### src/rtl/drfm_pkg.sv
// Shared definitions for the Doppler sweep controller: sweep states,
// default widths/latency and the packed sweep-profile record.
package drfm_pkg;

  localparam int DFLT_INC_W         = 32;
  localparam int DFLT_CNT_W         = 16;
  localparam int DFLT_SHIFT_LATENCY = 2;

  typedef enum logic [1:0] {
    ST_IDLE  = 2'd0,
    ST_RUN   = 2'd1,
    ST_DRAIN = 2'd2,
    ST_DONE  = 2'd3
  } sweep_state_e;

  // Profile as held in the shadow registers; step is two's complement.
  typedef struct packed {
    logic [DFLT_INC_W-1:0] start_inc;
    logic [DFLT_INC_W-1:0] step;
    logic [DFLT_CNT_W-1:0] num_steps;
    logic [DFLT_CNT_W-1:0] dwell;
  } sweep_cfg_t;

  // A programmed count of zero behaves as one.
  function automatic logic [DFLT_CNT_W-1:0] at_least_one(input logic [DFLT_CNT_W-1:0] v);
    return (v == '0) ? DFLT_CNT_W'(1) : v;
  endfunction

endpackage

### src/rtl/doppler_sweep_ctrl_if.sv
// Profile-load bus between radar control (master) and the sweep
// controller (slave). Transfer happens on cfg_valid & cfg_ready.
interface doppler_sweep_ctrl_if
  import drfm_pkg::*;
#(
  parameter int INC_W = DFLT_INC_W,
  parameter int CNT_W = DFLT_CNT_W
) ();

  logic             cfg_valid;
  logic             cfg_ready;
  logic [INC_W-1:0] cfg_start_inc;
  logic [INC_W-1:0] cfg_step;
  logic [CNT_W-1:0] cfg_num_steps;
  logic [CNT_W-1:0] cfg_dwell;

  modport master (
    output cfg_valid, cfg_start_inc, cfg_step, cfg_num_steps, cfg_dwell,
    input  cfg_ready
  );

  modport slave (
    input  cfg_valid, cfg_start_inc, cfg_step, cfg_num_steps, cfg_dwell,
    output cfg_ready
  );

endinterface

### src/rtl/valid_delay_line.sv
// Parameterised-depth 1-bit shift register with synchronous clear;
// q_o is d_i delayed by DEPTH clock edges.
module valid_delay_line #(
  parameter int DEPTH = 2
) (
  input  logic clk_i,
  input  logic rst_i,
  input  logic clr_i,
  input  logic d_i,
  output logic q_o
);

  logic [DEPTH-1:0] sr_q;

  // Shift one stage per clock; reset and clear both flush every stage.
  always_ff @(posedge clk_i) begin
    if (rst_i || clr_i) begin
      sr_q <= '0;
    end else begin
      sr_q[0] <= d_i;
      for (int k = 1; k < DEPTH; k++) begin
        sr_q[k] <= sr_q[k-1];
      end
    end
  end

  assign q_o = sr_q[DEPTH-1];

endmodule

### src/rtl/doppler_sweep_ctrl.sv
// Doppler sweep sequencer: drives the NCO phase increment through a
// programmed ramp, one increment value per dwell of input samples, and
// produces the shifter-output valid strobe.
// Optional build macro DOPPLER_TRIANGLE_EN: after the up-ramp, ramp back
// down to the start increment before draining.
module doppler_sweep_ctrl
  import drfm_pkg::*;
#(
  parameter int SHIFT_LATENCY = DFLT_SHIFT_LATENCY,
  parameter int INC_W         = DFLT_INC_W,
  parameter int CNT_W         = DFLT_CNT_W
) (
  input  logic                 M100CLK,
  input  logic                 reset,
  doppler_sweep_ctrl_if.slave  cfg,
  input  logic                 start,
  input  logic                 abort,
  input  logic                 input_ready,
  output logic [INC_W-1:0]     phase_inc,
  output logic                 nco_en,
  output logic                 shifted_valid,
  output logic [CNT_W-1:0]     step_idx,
  output logic                 busy,
  output logic                 done
);

  localparam int DRAIN_W = (SHIFT_LATENCY > 1) ? $clog2(SHIFT_LATENCY) : 1;

  sweep_state_e        state_q, state_d;
  sweep_cfg_t          cfg_q, cfg_d, cfg_in;
  logic                cfg_loaded_q, cfg_loaded_d;
  logic [INC_W-1:0]    phase_inc_q, phase_inc_d;
  logic [CNT_W-1:0]    step_idx_q, step_idx_d;
  logic [CNT_W-1:0]    dwell_cnt_q, dwell_cnt_d;
  logic [DRAIN_W-1:0]  drain_cnt_q, drain_cnt_d;
`ifdef DOPPLER_TRIANGLE_EN
  logic                dir_down_q, dir_down_d;
  logic [CNT_W:0]      tri_last_idx;
`endif

  logic                cfg_xfer;
  logic                abort_act;
  logic [CNT_W-1:0]    ns_eff, dwell_eff;
  logic                last_step, dwell_end;
  logic signed [INC_W-1:0] phase_s, step_s, phase_up, phase_dn;

  assign cfg.cfg_ready = (state_q == ST_IDLE) && !reset;
  assign cfg_xfer      = cfg.cfg_valid && cfg.cfg_ready;
  assign cfg_in        = '{start_inc: cfg.cfg_start_inc, step: cfg.cfg_step,
                           num_steps: cfg.cfg_num_steps, dwell: cfg.cfg_dwell};
  assign abort_act     = abort && ((state_q == ST_RUN) || (state_q == ST_DRAIN));

  assign ns_eff    = at_least_one(cfg_q.num_steps);
  assign dwell_eff = at_least_one(cfg_q.dwell);
  assign last_step = (step_idx_q == ns_eff - CNT_W'(1));
  assign dwell_end = (dwell_cnt_q == dwell_eff - CNT_W'(1));

  // Increment arithmetic wraps modulo 2^INC_W.
  assign phase_s  = $signed(phase_inc_q);
  assign step_s   = $signed(cfg_q.step);
  assign phase_up = phase_s + step_s;
  assign phase_dn = phase_s - step_s;
`ifdef DOPPLER_TRIANGLE_EN
  // Final index of the triangle is 2*(num_steps-1).
  assign tri_last_idx = {ns_eff - CNT_W'(1), 1'b0};
`endif

  // Sweep sequencing: profile capture, ramp stepping, drain and completion.
  always_comb begin
    state_d      = state_q;
    cfg_d        = cfg_q;
    cfg_loaded_d = cfg_loaded_q;
    phase_inc_d  = phase_inc_q;
    step_idx_d   = step_idx_q;
    dwell_cnt_d  = dwell_cnt_q;
    drain_cnt_d  = drain_cnt_q;
`ifdef DOPPLER_TRIANGLE_EN
    dir_down_d   = dir_down_q;
`endif
    case (state_q)
      ST_IDLE: begin
        if (cfg_xfer) begin
          cfg_d        = cfg_in;
          cfg_loaded_d = 1'b1;
        end
        if (start && (cfg_xfer || cfg_loaded_q)) begin
          state_d     = ST_RUN;
          phase_inc_d = cfg_xfer ? cfg_in.start_inc : cfg_q.start_inc;
          step_idx_d  = '0;
          dwell_cnt_d = '0;
`ifdef DOPPLER_TRIANGLE_EN
          dir_down_d  = 1'b0;
`endif
        end
      end
      ST_RUN: begin
        if (abort) begin
          state_d     = ST_IDLE;
          phase_inc_d = '0;
        end else if (input_ready) begin
          if (dwell_end) begin
            dwell_cnt_d = '0;
`ifdef DOPPLER_TRIANGLE_EN
            if (!dir_down_q && !last_step) begin
              step_idx_d  = step_idx_q + CNT_W'(1);
              phase_inc_d = $unsigned(phase_up);
            end else if (!dir_down_q && (ns_eff != CNT_W'(1))) begin
              dir_down_d  = 1'b1;
              step_idx_d  = step_idx_q + CNT_W'(1);
              phase_inc_d = $unsigned(phase_dn);
            end else if (dir_down_q && ({1'b0, step_idx_q} != tri_last_idx)) begin
              step_idx_d  = step_idx_q + CNT_W'(1);
              phase_inc_d = $unsigned(phase_dn);
            end else begin
              state_d     = ST_DRAIN;
              drain_cnt_d = '0;
            end
`else
            if (last_step) begin
              state_d     = ST_DRAIN;
              drain_cnt_d = '0;
            end else begin
              step_idx_d  = step_idx_q + CNT_W'(1);
              phase_inc_d = $unsigned(phase_up);
            end
`endif
          end else begin
            dwell_cnt_d = dwell_cnt_q + CNT_W'(1);
          end
        end
      end
      ST_DRAIN: begin
        if (abort) begin
          state_d     = ST_IDLE;
          phase_inc_d = '0;
        end else if (drain_cnt_q == DRAIN_W'(SHIFT_LATENCY - 1)) begin
          state_d = ST_DONE;
        end else begin
          drain_cnt_d = drain_cnt_q + DRAIN_W'(1);
        end
      end
      ST_DONE: state_d = ST_IDLE;
      default: state_d = ST_IDLE;
    endcase
  end

  // State and profile registers; reset clears everything including shadows.
  always_ff @(posedge M100CLK) begin
    if (reset) begin
      state_q      <= ST_IDLE;
      cfg_q        <= '0;
      cfg_loaded_q <= 1'b0;
      phase_inc_q  <= '0;
      step_idx_q   <= '0;
      dwell_cnt_q  <= '0;
      drain_cnt_q  <= '0;
    end else begin
      state_q      <= state_d;
      cfg_q        <= cfg_d;
      cfg_loaded_q <= cfg_loaded_d;
      phase_inc_q  <= phase_inc_d;
      step_idx_q   <= step_idx_d;
      dwell_cnt_q  <= dwell_cnt_d;
      drain_cnt_q  <= drain_cnt_d;
    end
  end

`ifdef DOPPLER_TRIANGLE_EN
  // Ramp direction for the triangle profile; starts on the up-ramp.
  always_ff @(posedge M100CLK) begin
    if (reset) dir_down_q <= 1'b0;
    else       dir_down_q <= dir_down_d;
  end
`endif

  // Valid strobe tracks the shifter's register pipeline; abort flushes it.
  valid_delay_line #(.DEPTH(SHIFT_LATENCY)) u_vld_dly (
    .clk_i (M100CLK),
    .rst_i (reset),
    .clr_i (abort_act),
    .d_i   (input_ready && nco_en),
    .q_o   (shifted_valid)
  );

  assign phase_inc = phase_inc_q;
  assign step_idx  = step_idx_q;
  assign nco_en    = (state_q == ST_RUN);
  assign busy      = (state_q != ST_IDLE);
  assign done      = (state_q == ST_DONE);

endmodule

### src/flat_wrapper.sv
// flat-port wrapper written by rule: the top's interface ports become plain ports
module doppler_sweep_ctrl_flat import drfm_pkg::*;
#(
  parameter int SHIFT_LATENCY = DFLT_SHIFT_LATENCY,
  parameter int INC_W         = DFLT_INC_W,
  parameter int CNT_W         = DFLT_CNT_W
)
  (M100CLK, reset, start, abort, input_ready, phase_inc, nco_en, shifted_valid, step_idx, busy, done, cfg_cfg_valid, cfg_cfg_start_inc, cfg_cfg_step, cfg_cfg_num_steps, cfg_cfg_dwell, cfg_cfg_ready);
  doppler_sweep_ctrl_if #(.INC_W(INC_W), .CNT_W(CNT_W)) cfg_i ();
  input  logic M100CLK;
  input  logic reset;
  input  logic start;
  input  logic abort;
  input  logic input_ready;
  output logic [INC_W-1:0] phase_inc;
  output logic nco_en;
  output logic shifted_valid;
  output logic [CNT_W-1:0] step_idx;
  output logic busy;
  output logic done;
  input wire logic [$bits(cfg_i.cfg_valid)-1:0] cfg_cfg_valid;
  input wire logic [$bits(cfg_i.cfg_start_inc)-1:0] cfg_cfg_start_inc;
  input wire logic [$bits(cfg_i.cfg_step)-1:0] cfg_cfg_step;
  input wire logic [$bits(cfg_i.cfg_num_steps)-1:0] cfg_cfg_num_steps;
  input wire logic [$bits(cfg_i.cfg_dwell)-1:0] cfg_cfg_dwell;
  output wire logic [$bits(cfg_i.cfg_ready)-1:0] cfg_cfg_ready;
  assign cfg_i.cfg_valid = cfg_cfg_valid;
  assign cfg_i.cfg_start_inc = cfg_cfg_start_inc;
  assign cfg_i.cfg_step = cfg_cfg_step;
  assign cfg_i.cfg_num_steps = cfg_cfg_num_steps;
  assign cfg_i.cfg_dwell = cfg_cfg_dwell;
  assign cfg_cfg_ready = cfg_i.cfg_ready;
  doppler_sweep_ctrl #(.SHIFT_LATENCY(SHIFT_LATENCY), .INC_W(INC_W), .CNT_W(CNT_W)) u_core (.M100CLK(M100CLK), .reset(reset), .cfg(cfg_i), .start(start), .abort(abort), .input_ready(input_ready), .phase_inc(phase_inc), .nco_en(nco_en), .shifted_valid(shifted_valid), .step_idx(step_idx), .busy(busy), .done(done));
endmodule
### config.mk
export PLATFORM = sky130hd
export DESIGN_NAME = doppler_sweep_ctrl_flat
export DESIGN_NICKNAME = d
export VERILOG_FILES = /design/src/rtl/drfm_pkg.sv /design/src/rtl/doppler_sweep_ctrl_if.sv /design/src/rtl/valid_delay_line.sv /design/src/rtl/doppler_sweep_ctrl.sv /design/src/flat_wrapper.sv
export SDC_FILE = /design/constraint.sdc
export NUM_CORES = 1
export LEC_CHECK = 0
export CAP_MARGIN = 20
export CORE_UTILIZATION = 50
export DETAILED_ROUTE_END_ITERATION = 8
export PLACE_DENSITY = 0.73
export SYNTH_ARGS = -nofsm -noshare
export SYNTH_HDL_FRONTEND = slang
export SYNTH_HIERARCHICAL = 1
export SYNTH_SLANG_ARGS = --single-unit
### constraint.sdc
create_clock -name M100CLK -period 5.8 [get_ports M100CLK]
set_input_delay 1.16 -clock M100CLK [delete_from_list [all_inputs] [get_ports M100CLK]]
set_output_delay 1.16 -clock M100CLK [all_outputs]
set_load 0.1 [all_outputs]
==> results of run 1 <==
-- critical path, stage by stage, from the launching register on --
cell and delay, ps:
dfxtp_1 540, nor4_1 130, nand2_1 200, nor3_1 120, nor2_1 120, ha_1 210, or4b_1 550, o32a_1 340
nor4_2 310, o31a_1 180, nand4_1 180, nor3_2 310, o41a_1 510, nor2_2 160, buf_4 260, a211oi_1 240
-- power by group through the flow --
stage / clock network [mW] / registers, mW / logic, mW
6_report: 1.18 / 1.60 / 2.80
5_1_grt: 1.24 / 1.63 / 2.99
4_1_cts: 1.19 / 1.59 / 2.78
3_5_place_dp: 0 / 1.61 / 2.76
3_3_place_gp: 0 / 1.61 / 2.74
2_1_floorplan: 0 / 2.30 / 1.43
-- metrics by stage --
step	hold slack [ps]	setup WS, ps
finish	466	1330
global route	481	1050
CTS	469	1410
detailed placement	459	1440
global placement	451	1540
floorplan	438	1810
-- cell families (layout without fill, tap and decap cells) --
group	count (synthesis)	count (layout)	synth area share [%]
AO/OA/AOI/OAI	319	319	22.1
multiplexers	37	37	3.98
buffers and inverters	99	219	4.33
flip-flops	166	166	34.5
XOR/XNOR	76	76	7.06
AND/OR/NAND/NOR	465	465	22.6
adder cells (fa/ha/maj)	41	41	5.41
-- flip-flops by register name (all words and copies together) (netlist names) --
register,flops
u_core/cfg_loaded_q,1
u_core/cfg_q,64
u_core/drain_cnt_q,1
u_core/dwell_cnt_q,16
u_core/phase_inc,32
u_core/state_q,2
u_core/step_idx,16
u_core/step_s,32
u_core/u_vld_dly/sr_q,2
-- area by class of cell --
cell class / count / area share [%]
Tap cell: 234 / 2.48
Clock inverter: 12 / 1.28
Timing Repair Buffer: 161 / 13.5
Multi-Input combinational cell: 938 / 49.8
Clock buffer: 20 / 3.95
Sequential cell: 166 / 28.1
Inverter: 26 / 0.826
-- metal layers --
layer  vias up  wire, um  track usage [%]
li1       4503         -                -
met1      4224     12400             35.7
met2       257     12200             44.2
met3        43      1340             4.72
met4         0       627             9.61
met5         -         0                0
-- worst paths after layout --
| kind | endpoint | from | slack (ps) | cells past startpoint |
|---|---|---|---|---|
| hold / removal | u_core/step_s[24]$_SDFFE_PP0P_ | u_core/step_s[24]$_SDFFE_PP0P_ | 470 | 2 |
| setup reg to reg | u_core/phase_inc[2]$_SDFFE_PP0P_ | u_core/cfg_q[20]$_SDFFE_PP0P_ | 1330 | 15 |
| setup / recovery | u_core/phase_inc[2]$_SDFFE_PP0P_ | u_core/cfg_q[20]$_SDFFE_PP0P_ | 1330 | 15 |
| hold reg to reg | u_core/step_s[24]$_SDFFE_PP0P_ | u_core/step_s[24]$_SDFFE_PP0P_ | 470 | 2 |
-- layout by cell type, fill, tap and decap left out, drive strengths merged, types with 11 or more instances in the layout --
cell type and instances:
a211oi 38, nor3 39, xnor2 48, dfxtp 166, nor2 126, mux2i 36, nand3 17, nand2 179
inv 26, xor2 27, nand4 16, o21ai 88, o31ai 11, clkbuf 20, clkdlybuf4s50 153, a21o 15
nor4 14, or3 11, ha 40, a21oi 98
==> impl_metrics.env, run 1 <==
export IMPL_period_share_pct=77.1
export IMPL_async_flop_share_pct=0
export IMPL_coreArea_mm2=0.0188
export IMPL_finalWirelength_um=26600
export IMPL_htreeDepth=4
export IMPL_vias_per_cell=5.80
export IMPL_placed_area_mm2=0.0112
export IMPL_p_comb_share_pct=50.2
export IMPL_leakage_nw=4.42
export IMPL_status="finished clean"
export IMPL_yosys_area_top_type_share_pct=34.5
export IMPL_gp_congestion=0.959
export IMPL_dp_hpwl_um=18600
export IMPL_power_mw=5.58
export IMPL_ys_flop_type="dfxtp_1"
export IMPL_grtUsageTotal_pct=27.0
export IMPL_p_sw_share_pct=46.8
export IMPL_layout_drive_gt1_share_pct=5.52
export IMPL_cts_hold_buffers=0
export IMPL_dp_cells=1525
export IMPL_register_area_mm2=0.00332
export IMPL_area_delta_synth_final_pct=22.9
export IMPL_antenna_cells=0
export IMPL_setup_worst_path_start_class="flip-flop"
export IMPL_pwr_density_cell_mw_per_mm2=472
export IMPL_hp_class="reg2reg"
export IMPL_finalSetupTns_ps=0
export IMPL_start_util_pct=51.3
export IMPL_power_clock_fraction_pct=21.2
export IMPL_syn_avg_cell_area_um2=8.00
export IMPL_fill_cells=1665
export IMPL_fin_area_mm2=0.0118
export IMPL_synth_top_cells_by_count="nand2_1, dfxtp_1, nor2_1"
export IMPL_cts_buffers=17
export IMPL_cts_tree="yes"
export IMPL_final_nets=1453
export IMPL_cap_violations=0
export IMPL_drc=0
export IMPL_skew_ps=10.0
export IMPL_critPathArrivalTime_ps=4800
export IMPL_root_buffer="clkbuf_16"
export IMPL_yosys_area_top_type="dfxtp_1"
export IMPL_yosys_warnings=6
export IMPL_synth_edf_count=0
export IMPL_postLayoutCoreUtil_pct=63.0
export IMPL_end_kind="flip-flop"
export IMPL_core_rowCount=50
export IMPL_dr_total_vias=9027
export IMPL_ys_seq_area_share_pct=34.5
export IMPL_synth_area_leaders="dfxtp_1, nand2_1, ha_1"
export IMPL_clockBufferDepth=2
export IMPL_grt_pass1_wl_um=42900
export IMPL_synth_seq_cells=166
export IMPL_drtPass1Iterations=5
export IMPL_rsz0062_at_grt="false"
export IMPL_gr_total_overflow=0
export IMPL_relSlewSlack_pct=25.6
export IMPL_die_width_um=141
export IMPL_p_seq_share_pct=28.6
export IMPL_synth_nets=1346
export IMPL_p_int_mw=2.97
export IMPL_p_sw_mw=2.61
export IMPL_irDropWorstVdd_v=0.000383
export IMPL_final_cells=1557
export IMPL_crit_required_ps=6130
export IMPL_setup_violations_final=0
export IMPL_drt_iter0_markers=674
export IMPL_clock_sinks=166
export IMPL_path_class="reg2reg"
export IMPL_clkTransAtPathRegs_ps=70
export IMPL_cts_resized=0
export IMPL_hold_viol_final=0
export IMPL_cp_max_fo=17
export IMPL_ys_types=77
export IMPL_netlist_area_mm2=0.00962
export IMPL_port_buffers=154
export IMPL_die_h_um=141
export IMPL_worst_skew_pair_late_latency_ps=430
export IMPL_die_area_mm2=0.0198
export IMPL_timing_fmax_ghz=0.224
export IMPL_grt_pass1_vias=8477
export IMPL_slew_viol_final=0
export IMPL_pin_count=155
export IMPL_antenna_found_initial=0
export IMPL_ant_nets=0
export IMPL_multi_input_area_mm2=0.00589
export IMPL_synth_most_common_cell="nand2_1"
export IMPL_grt_start_max_net_pins=162
export IMPL_worst_pin_slew_ps=1120
export IMPL_period_needed_ps=4470
export IMPL_post_cts_setup_buffers=0
export IMPL_synthCells=1203
export IMPL_routedWlPerCell_um=17.1
Note: power is estimated with default switching activity, not from simulation.
==> run 2: changes to the inputs <==
clock period = 4.5 ns   (was 5.8 ns; I/O delays follow)
==> run 2 against run 1 <==
Effect of this change:
- cell count rose by 0.45%
- sequential share of layout area fell by 0.065 points
- total power rose by 28%
==> impl_metrics.env, run 2 (synthesis gave the netlist of run 1 again) <==
export IMPL_grtUsageTotal_pct=27.4
export IMPL_die_width_um=141
export IMPL_setup_violations_final=0
export IMPL_met1_length_um=12200
export IMPL_period_share_pct=92.7
export IMPL_root_buffer="clkbuf_16"
export IMPL_dr_wl_met2_um=12700
export IMPL_hold_viol_final=0
export IMPL_met3WireLength_um=1290
export IMPL_cts_hold_buffers=0
export IMPL_p_sw_mw=3.34
export IMPL_finalSetupTns_ps=0
export IMPL_die_area_mm2=0.0198
export IMPL_end_kind="flip-flop"
export IMPL_multi_input_area_mm2=0.00589
export IMPL_clkTransAtPathRegs_ps=70
export IMPL_p_comb_share_pct=50.7
export IMPL_drtPass1Iterations=5
export IMPL_p_sw_share_pct=46.8
export IMPL_pin_count=155
export IMPL_core_rowCount=50
export IMPL_clock_sinks=166
export IMPL_p_seq_share_pct=28.8
export IMPL_grt_pass1_wl_um=43300
export IMPL_grt_pass1_vias=8542
export IMPL_cts_buffers=17
export IMPL_relSlewSlack_pct=32.3
export IMPL_htreeDepth=4
export IMPL_dr_total_vias=9111
export IMPL_routedWlPerCell_um=16.9
export IMPL_cap_violations=0
export IMPL_reg2regPathDepth=12
export IMPL_gr_total_overflow=0
export IMPL_fill_cells=1659
export IMPL_final_nets=1462
export IMPL_dp_hpwl_um=18800
export IMPL_top_layer="met4"
export IMPL_post_cts_setup_buffers=0
export IMPL_slew_viol_final=0
export IMPL_power_mw=7.14
export IMPL_register_area_mm2=0.00332
export IMPL_period_needed_ps=4170
export IMPL_cts_tree="yes"
export IMPL_irDropWorstVdd_v=0.000480
export IMPL_cts_resized=0
export IMPL_p_int_mw=3.80
export IMPL_finalWirelength_um=26500
export IMPL_cp_max_fo=20
export IMPL_gp_congestion=0.919
export IMPL_antenna_found_initial=0
export IMPL_grt_start_max_net_pins=162
export IMPL_clockBufferDepth=2
export IMPL_port_buffers=154
export IMPL_setup_worst_path_start_class="flip-flop"
export IMPL_hold_depth=2
export IMPL_worst_pin_slew_ps=1020
export IMPL_layout_drive_gt1_share_pct=6.02
export IMPL_largest_register="u_core/cfg_q"
export IMPL_power_clock_fraction_pct=20.5
export IMPL_rsz0062_at_grt="false"
export IMPL_final_cell_mix="nand2_1, dfxtp_1, clkdlybuf4s50_1"
export IMPL_drc=0
export IMPL_worst_skew_pair_late_latency_ps=430
export IMPL_area_delta_synth_final_pct=23.1
export IMPL_start_util_pct=51.3
export IMPL_crit_required_ps=4860
export IMPL_hold_ws_ps=468
export IMPL_status="finished clean"
export IMPL_layout_commonest_cell="nand2_1"
export IMPL_coreArea_mm2=0.0188
export IMPL_timing_fmax_ghz=0.240
export IMPL_skew_ps=10.4
export IMPL_ant_nets=0
export IMPL_leakage_nw=4.45
export IMPL_pwr_density_cell_mw_per_mm2=602
export IMPL_path_class="reg2reg"
export IMPL_hp_class="reg2reg"
export IMPL_vias_per_cell=5.83
export IMPL_largest_reg_flops=64
export IMPL_antenna_cells=0
export IMPL_die_h_um=141
export IMPL_drt_iter0_markers=734
export IMPL_critPathArrivalTime_ps=4530
-- run 2: per-layer routing --
| metal | vias to the layer above | track usage [%] |
|---|---|---|
| met5 | - | 0 |
| met4 | 0 | 7.49 |
| met3 | 29 | 5.06 |
| met2 | 263 | 45.9 |
| met1 | 4298 | 36.0 |
| li1 | 4521 | - |
-- run 2: metrics by stage --
step / cell area (um^2) / worst slack [ps] / cells / util [%]
4_1_cts: 11800 / 365 / 1564 / 63.1
2_1_floorplan: 9620 / 840 / 1203 / -
3_5_place_dp: 11300 / 376 / 1534 / 60.0
6_report: 11800 / 328 / 1564 / 63.1
5_1_grt: 11800 / 113 / 1564 / 63.1
3_3_place_gp: 11300 / 530 / 1534 / 60.0
-- run 2: worst max-delay path, cell delays in order, from the launching register on --
cell and delay [ps]:
dfxtp_1 370, nor4_2 470, a41oi_1 250, ha_1 350, and2_1 220, o21a_1 180, o21ai_0 220, nand4b_1 190
a2111oi_4 450, a31oi_4 210, or2_1 490, or4_1 540, a21oi_1 150
-- run 2: layout make-up --
type,instances,area share (%)
multi-input cells,938,49.7
flip-flops and latches,166,28.0
repair buffers,170,14.1
clock buffers,22,4.09
well taps,234,2.47
inverters,26,0.824
clock inverters,8,0.813
-- run 2: power groups by stage --
stage	Sequential, mW	Clock (mW)	Combinational (mW)
2_1_floorplan	2.97	0	1.84
3_3_place_gp	2.08	0	3.56
3_5_place_dp	2.08	0	3.59
4_1_cts	2.05	1.48	3.61
5_1_grt	2.09	1.55	3.88
6_report	2.06	1.46	3.62
-- run 2: path summary, 6_finish.rpt --
kind	end	from	slack, ps
hold / removal	u_core/step_s[23]$_SDFFE_PP0P_	u_core/step_s[23]$_SDFFE_PP0P_	470
setup reg to reg	u_core/step_idx[8]$_SDFFE_PP0P_	u_core/cfg_q[9]$_SDFFE_PP0P_	330
setup / recovery	u_core/step_idx[8]$_SDFFE_PP0P_	u_core/cfg_q[9]$_SDFFE_PP0P_	330
hold reg to reg	u_core/step_s[23]$_SDFFE_PP0P_	u_core/step_s[23]$_SDFFE_PP0P_	470
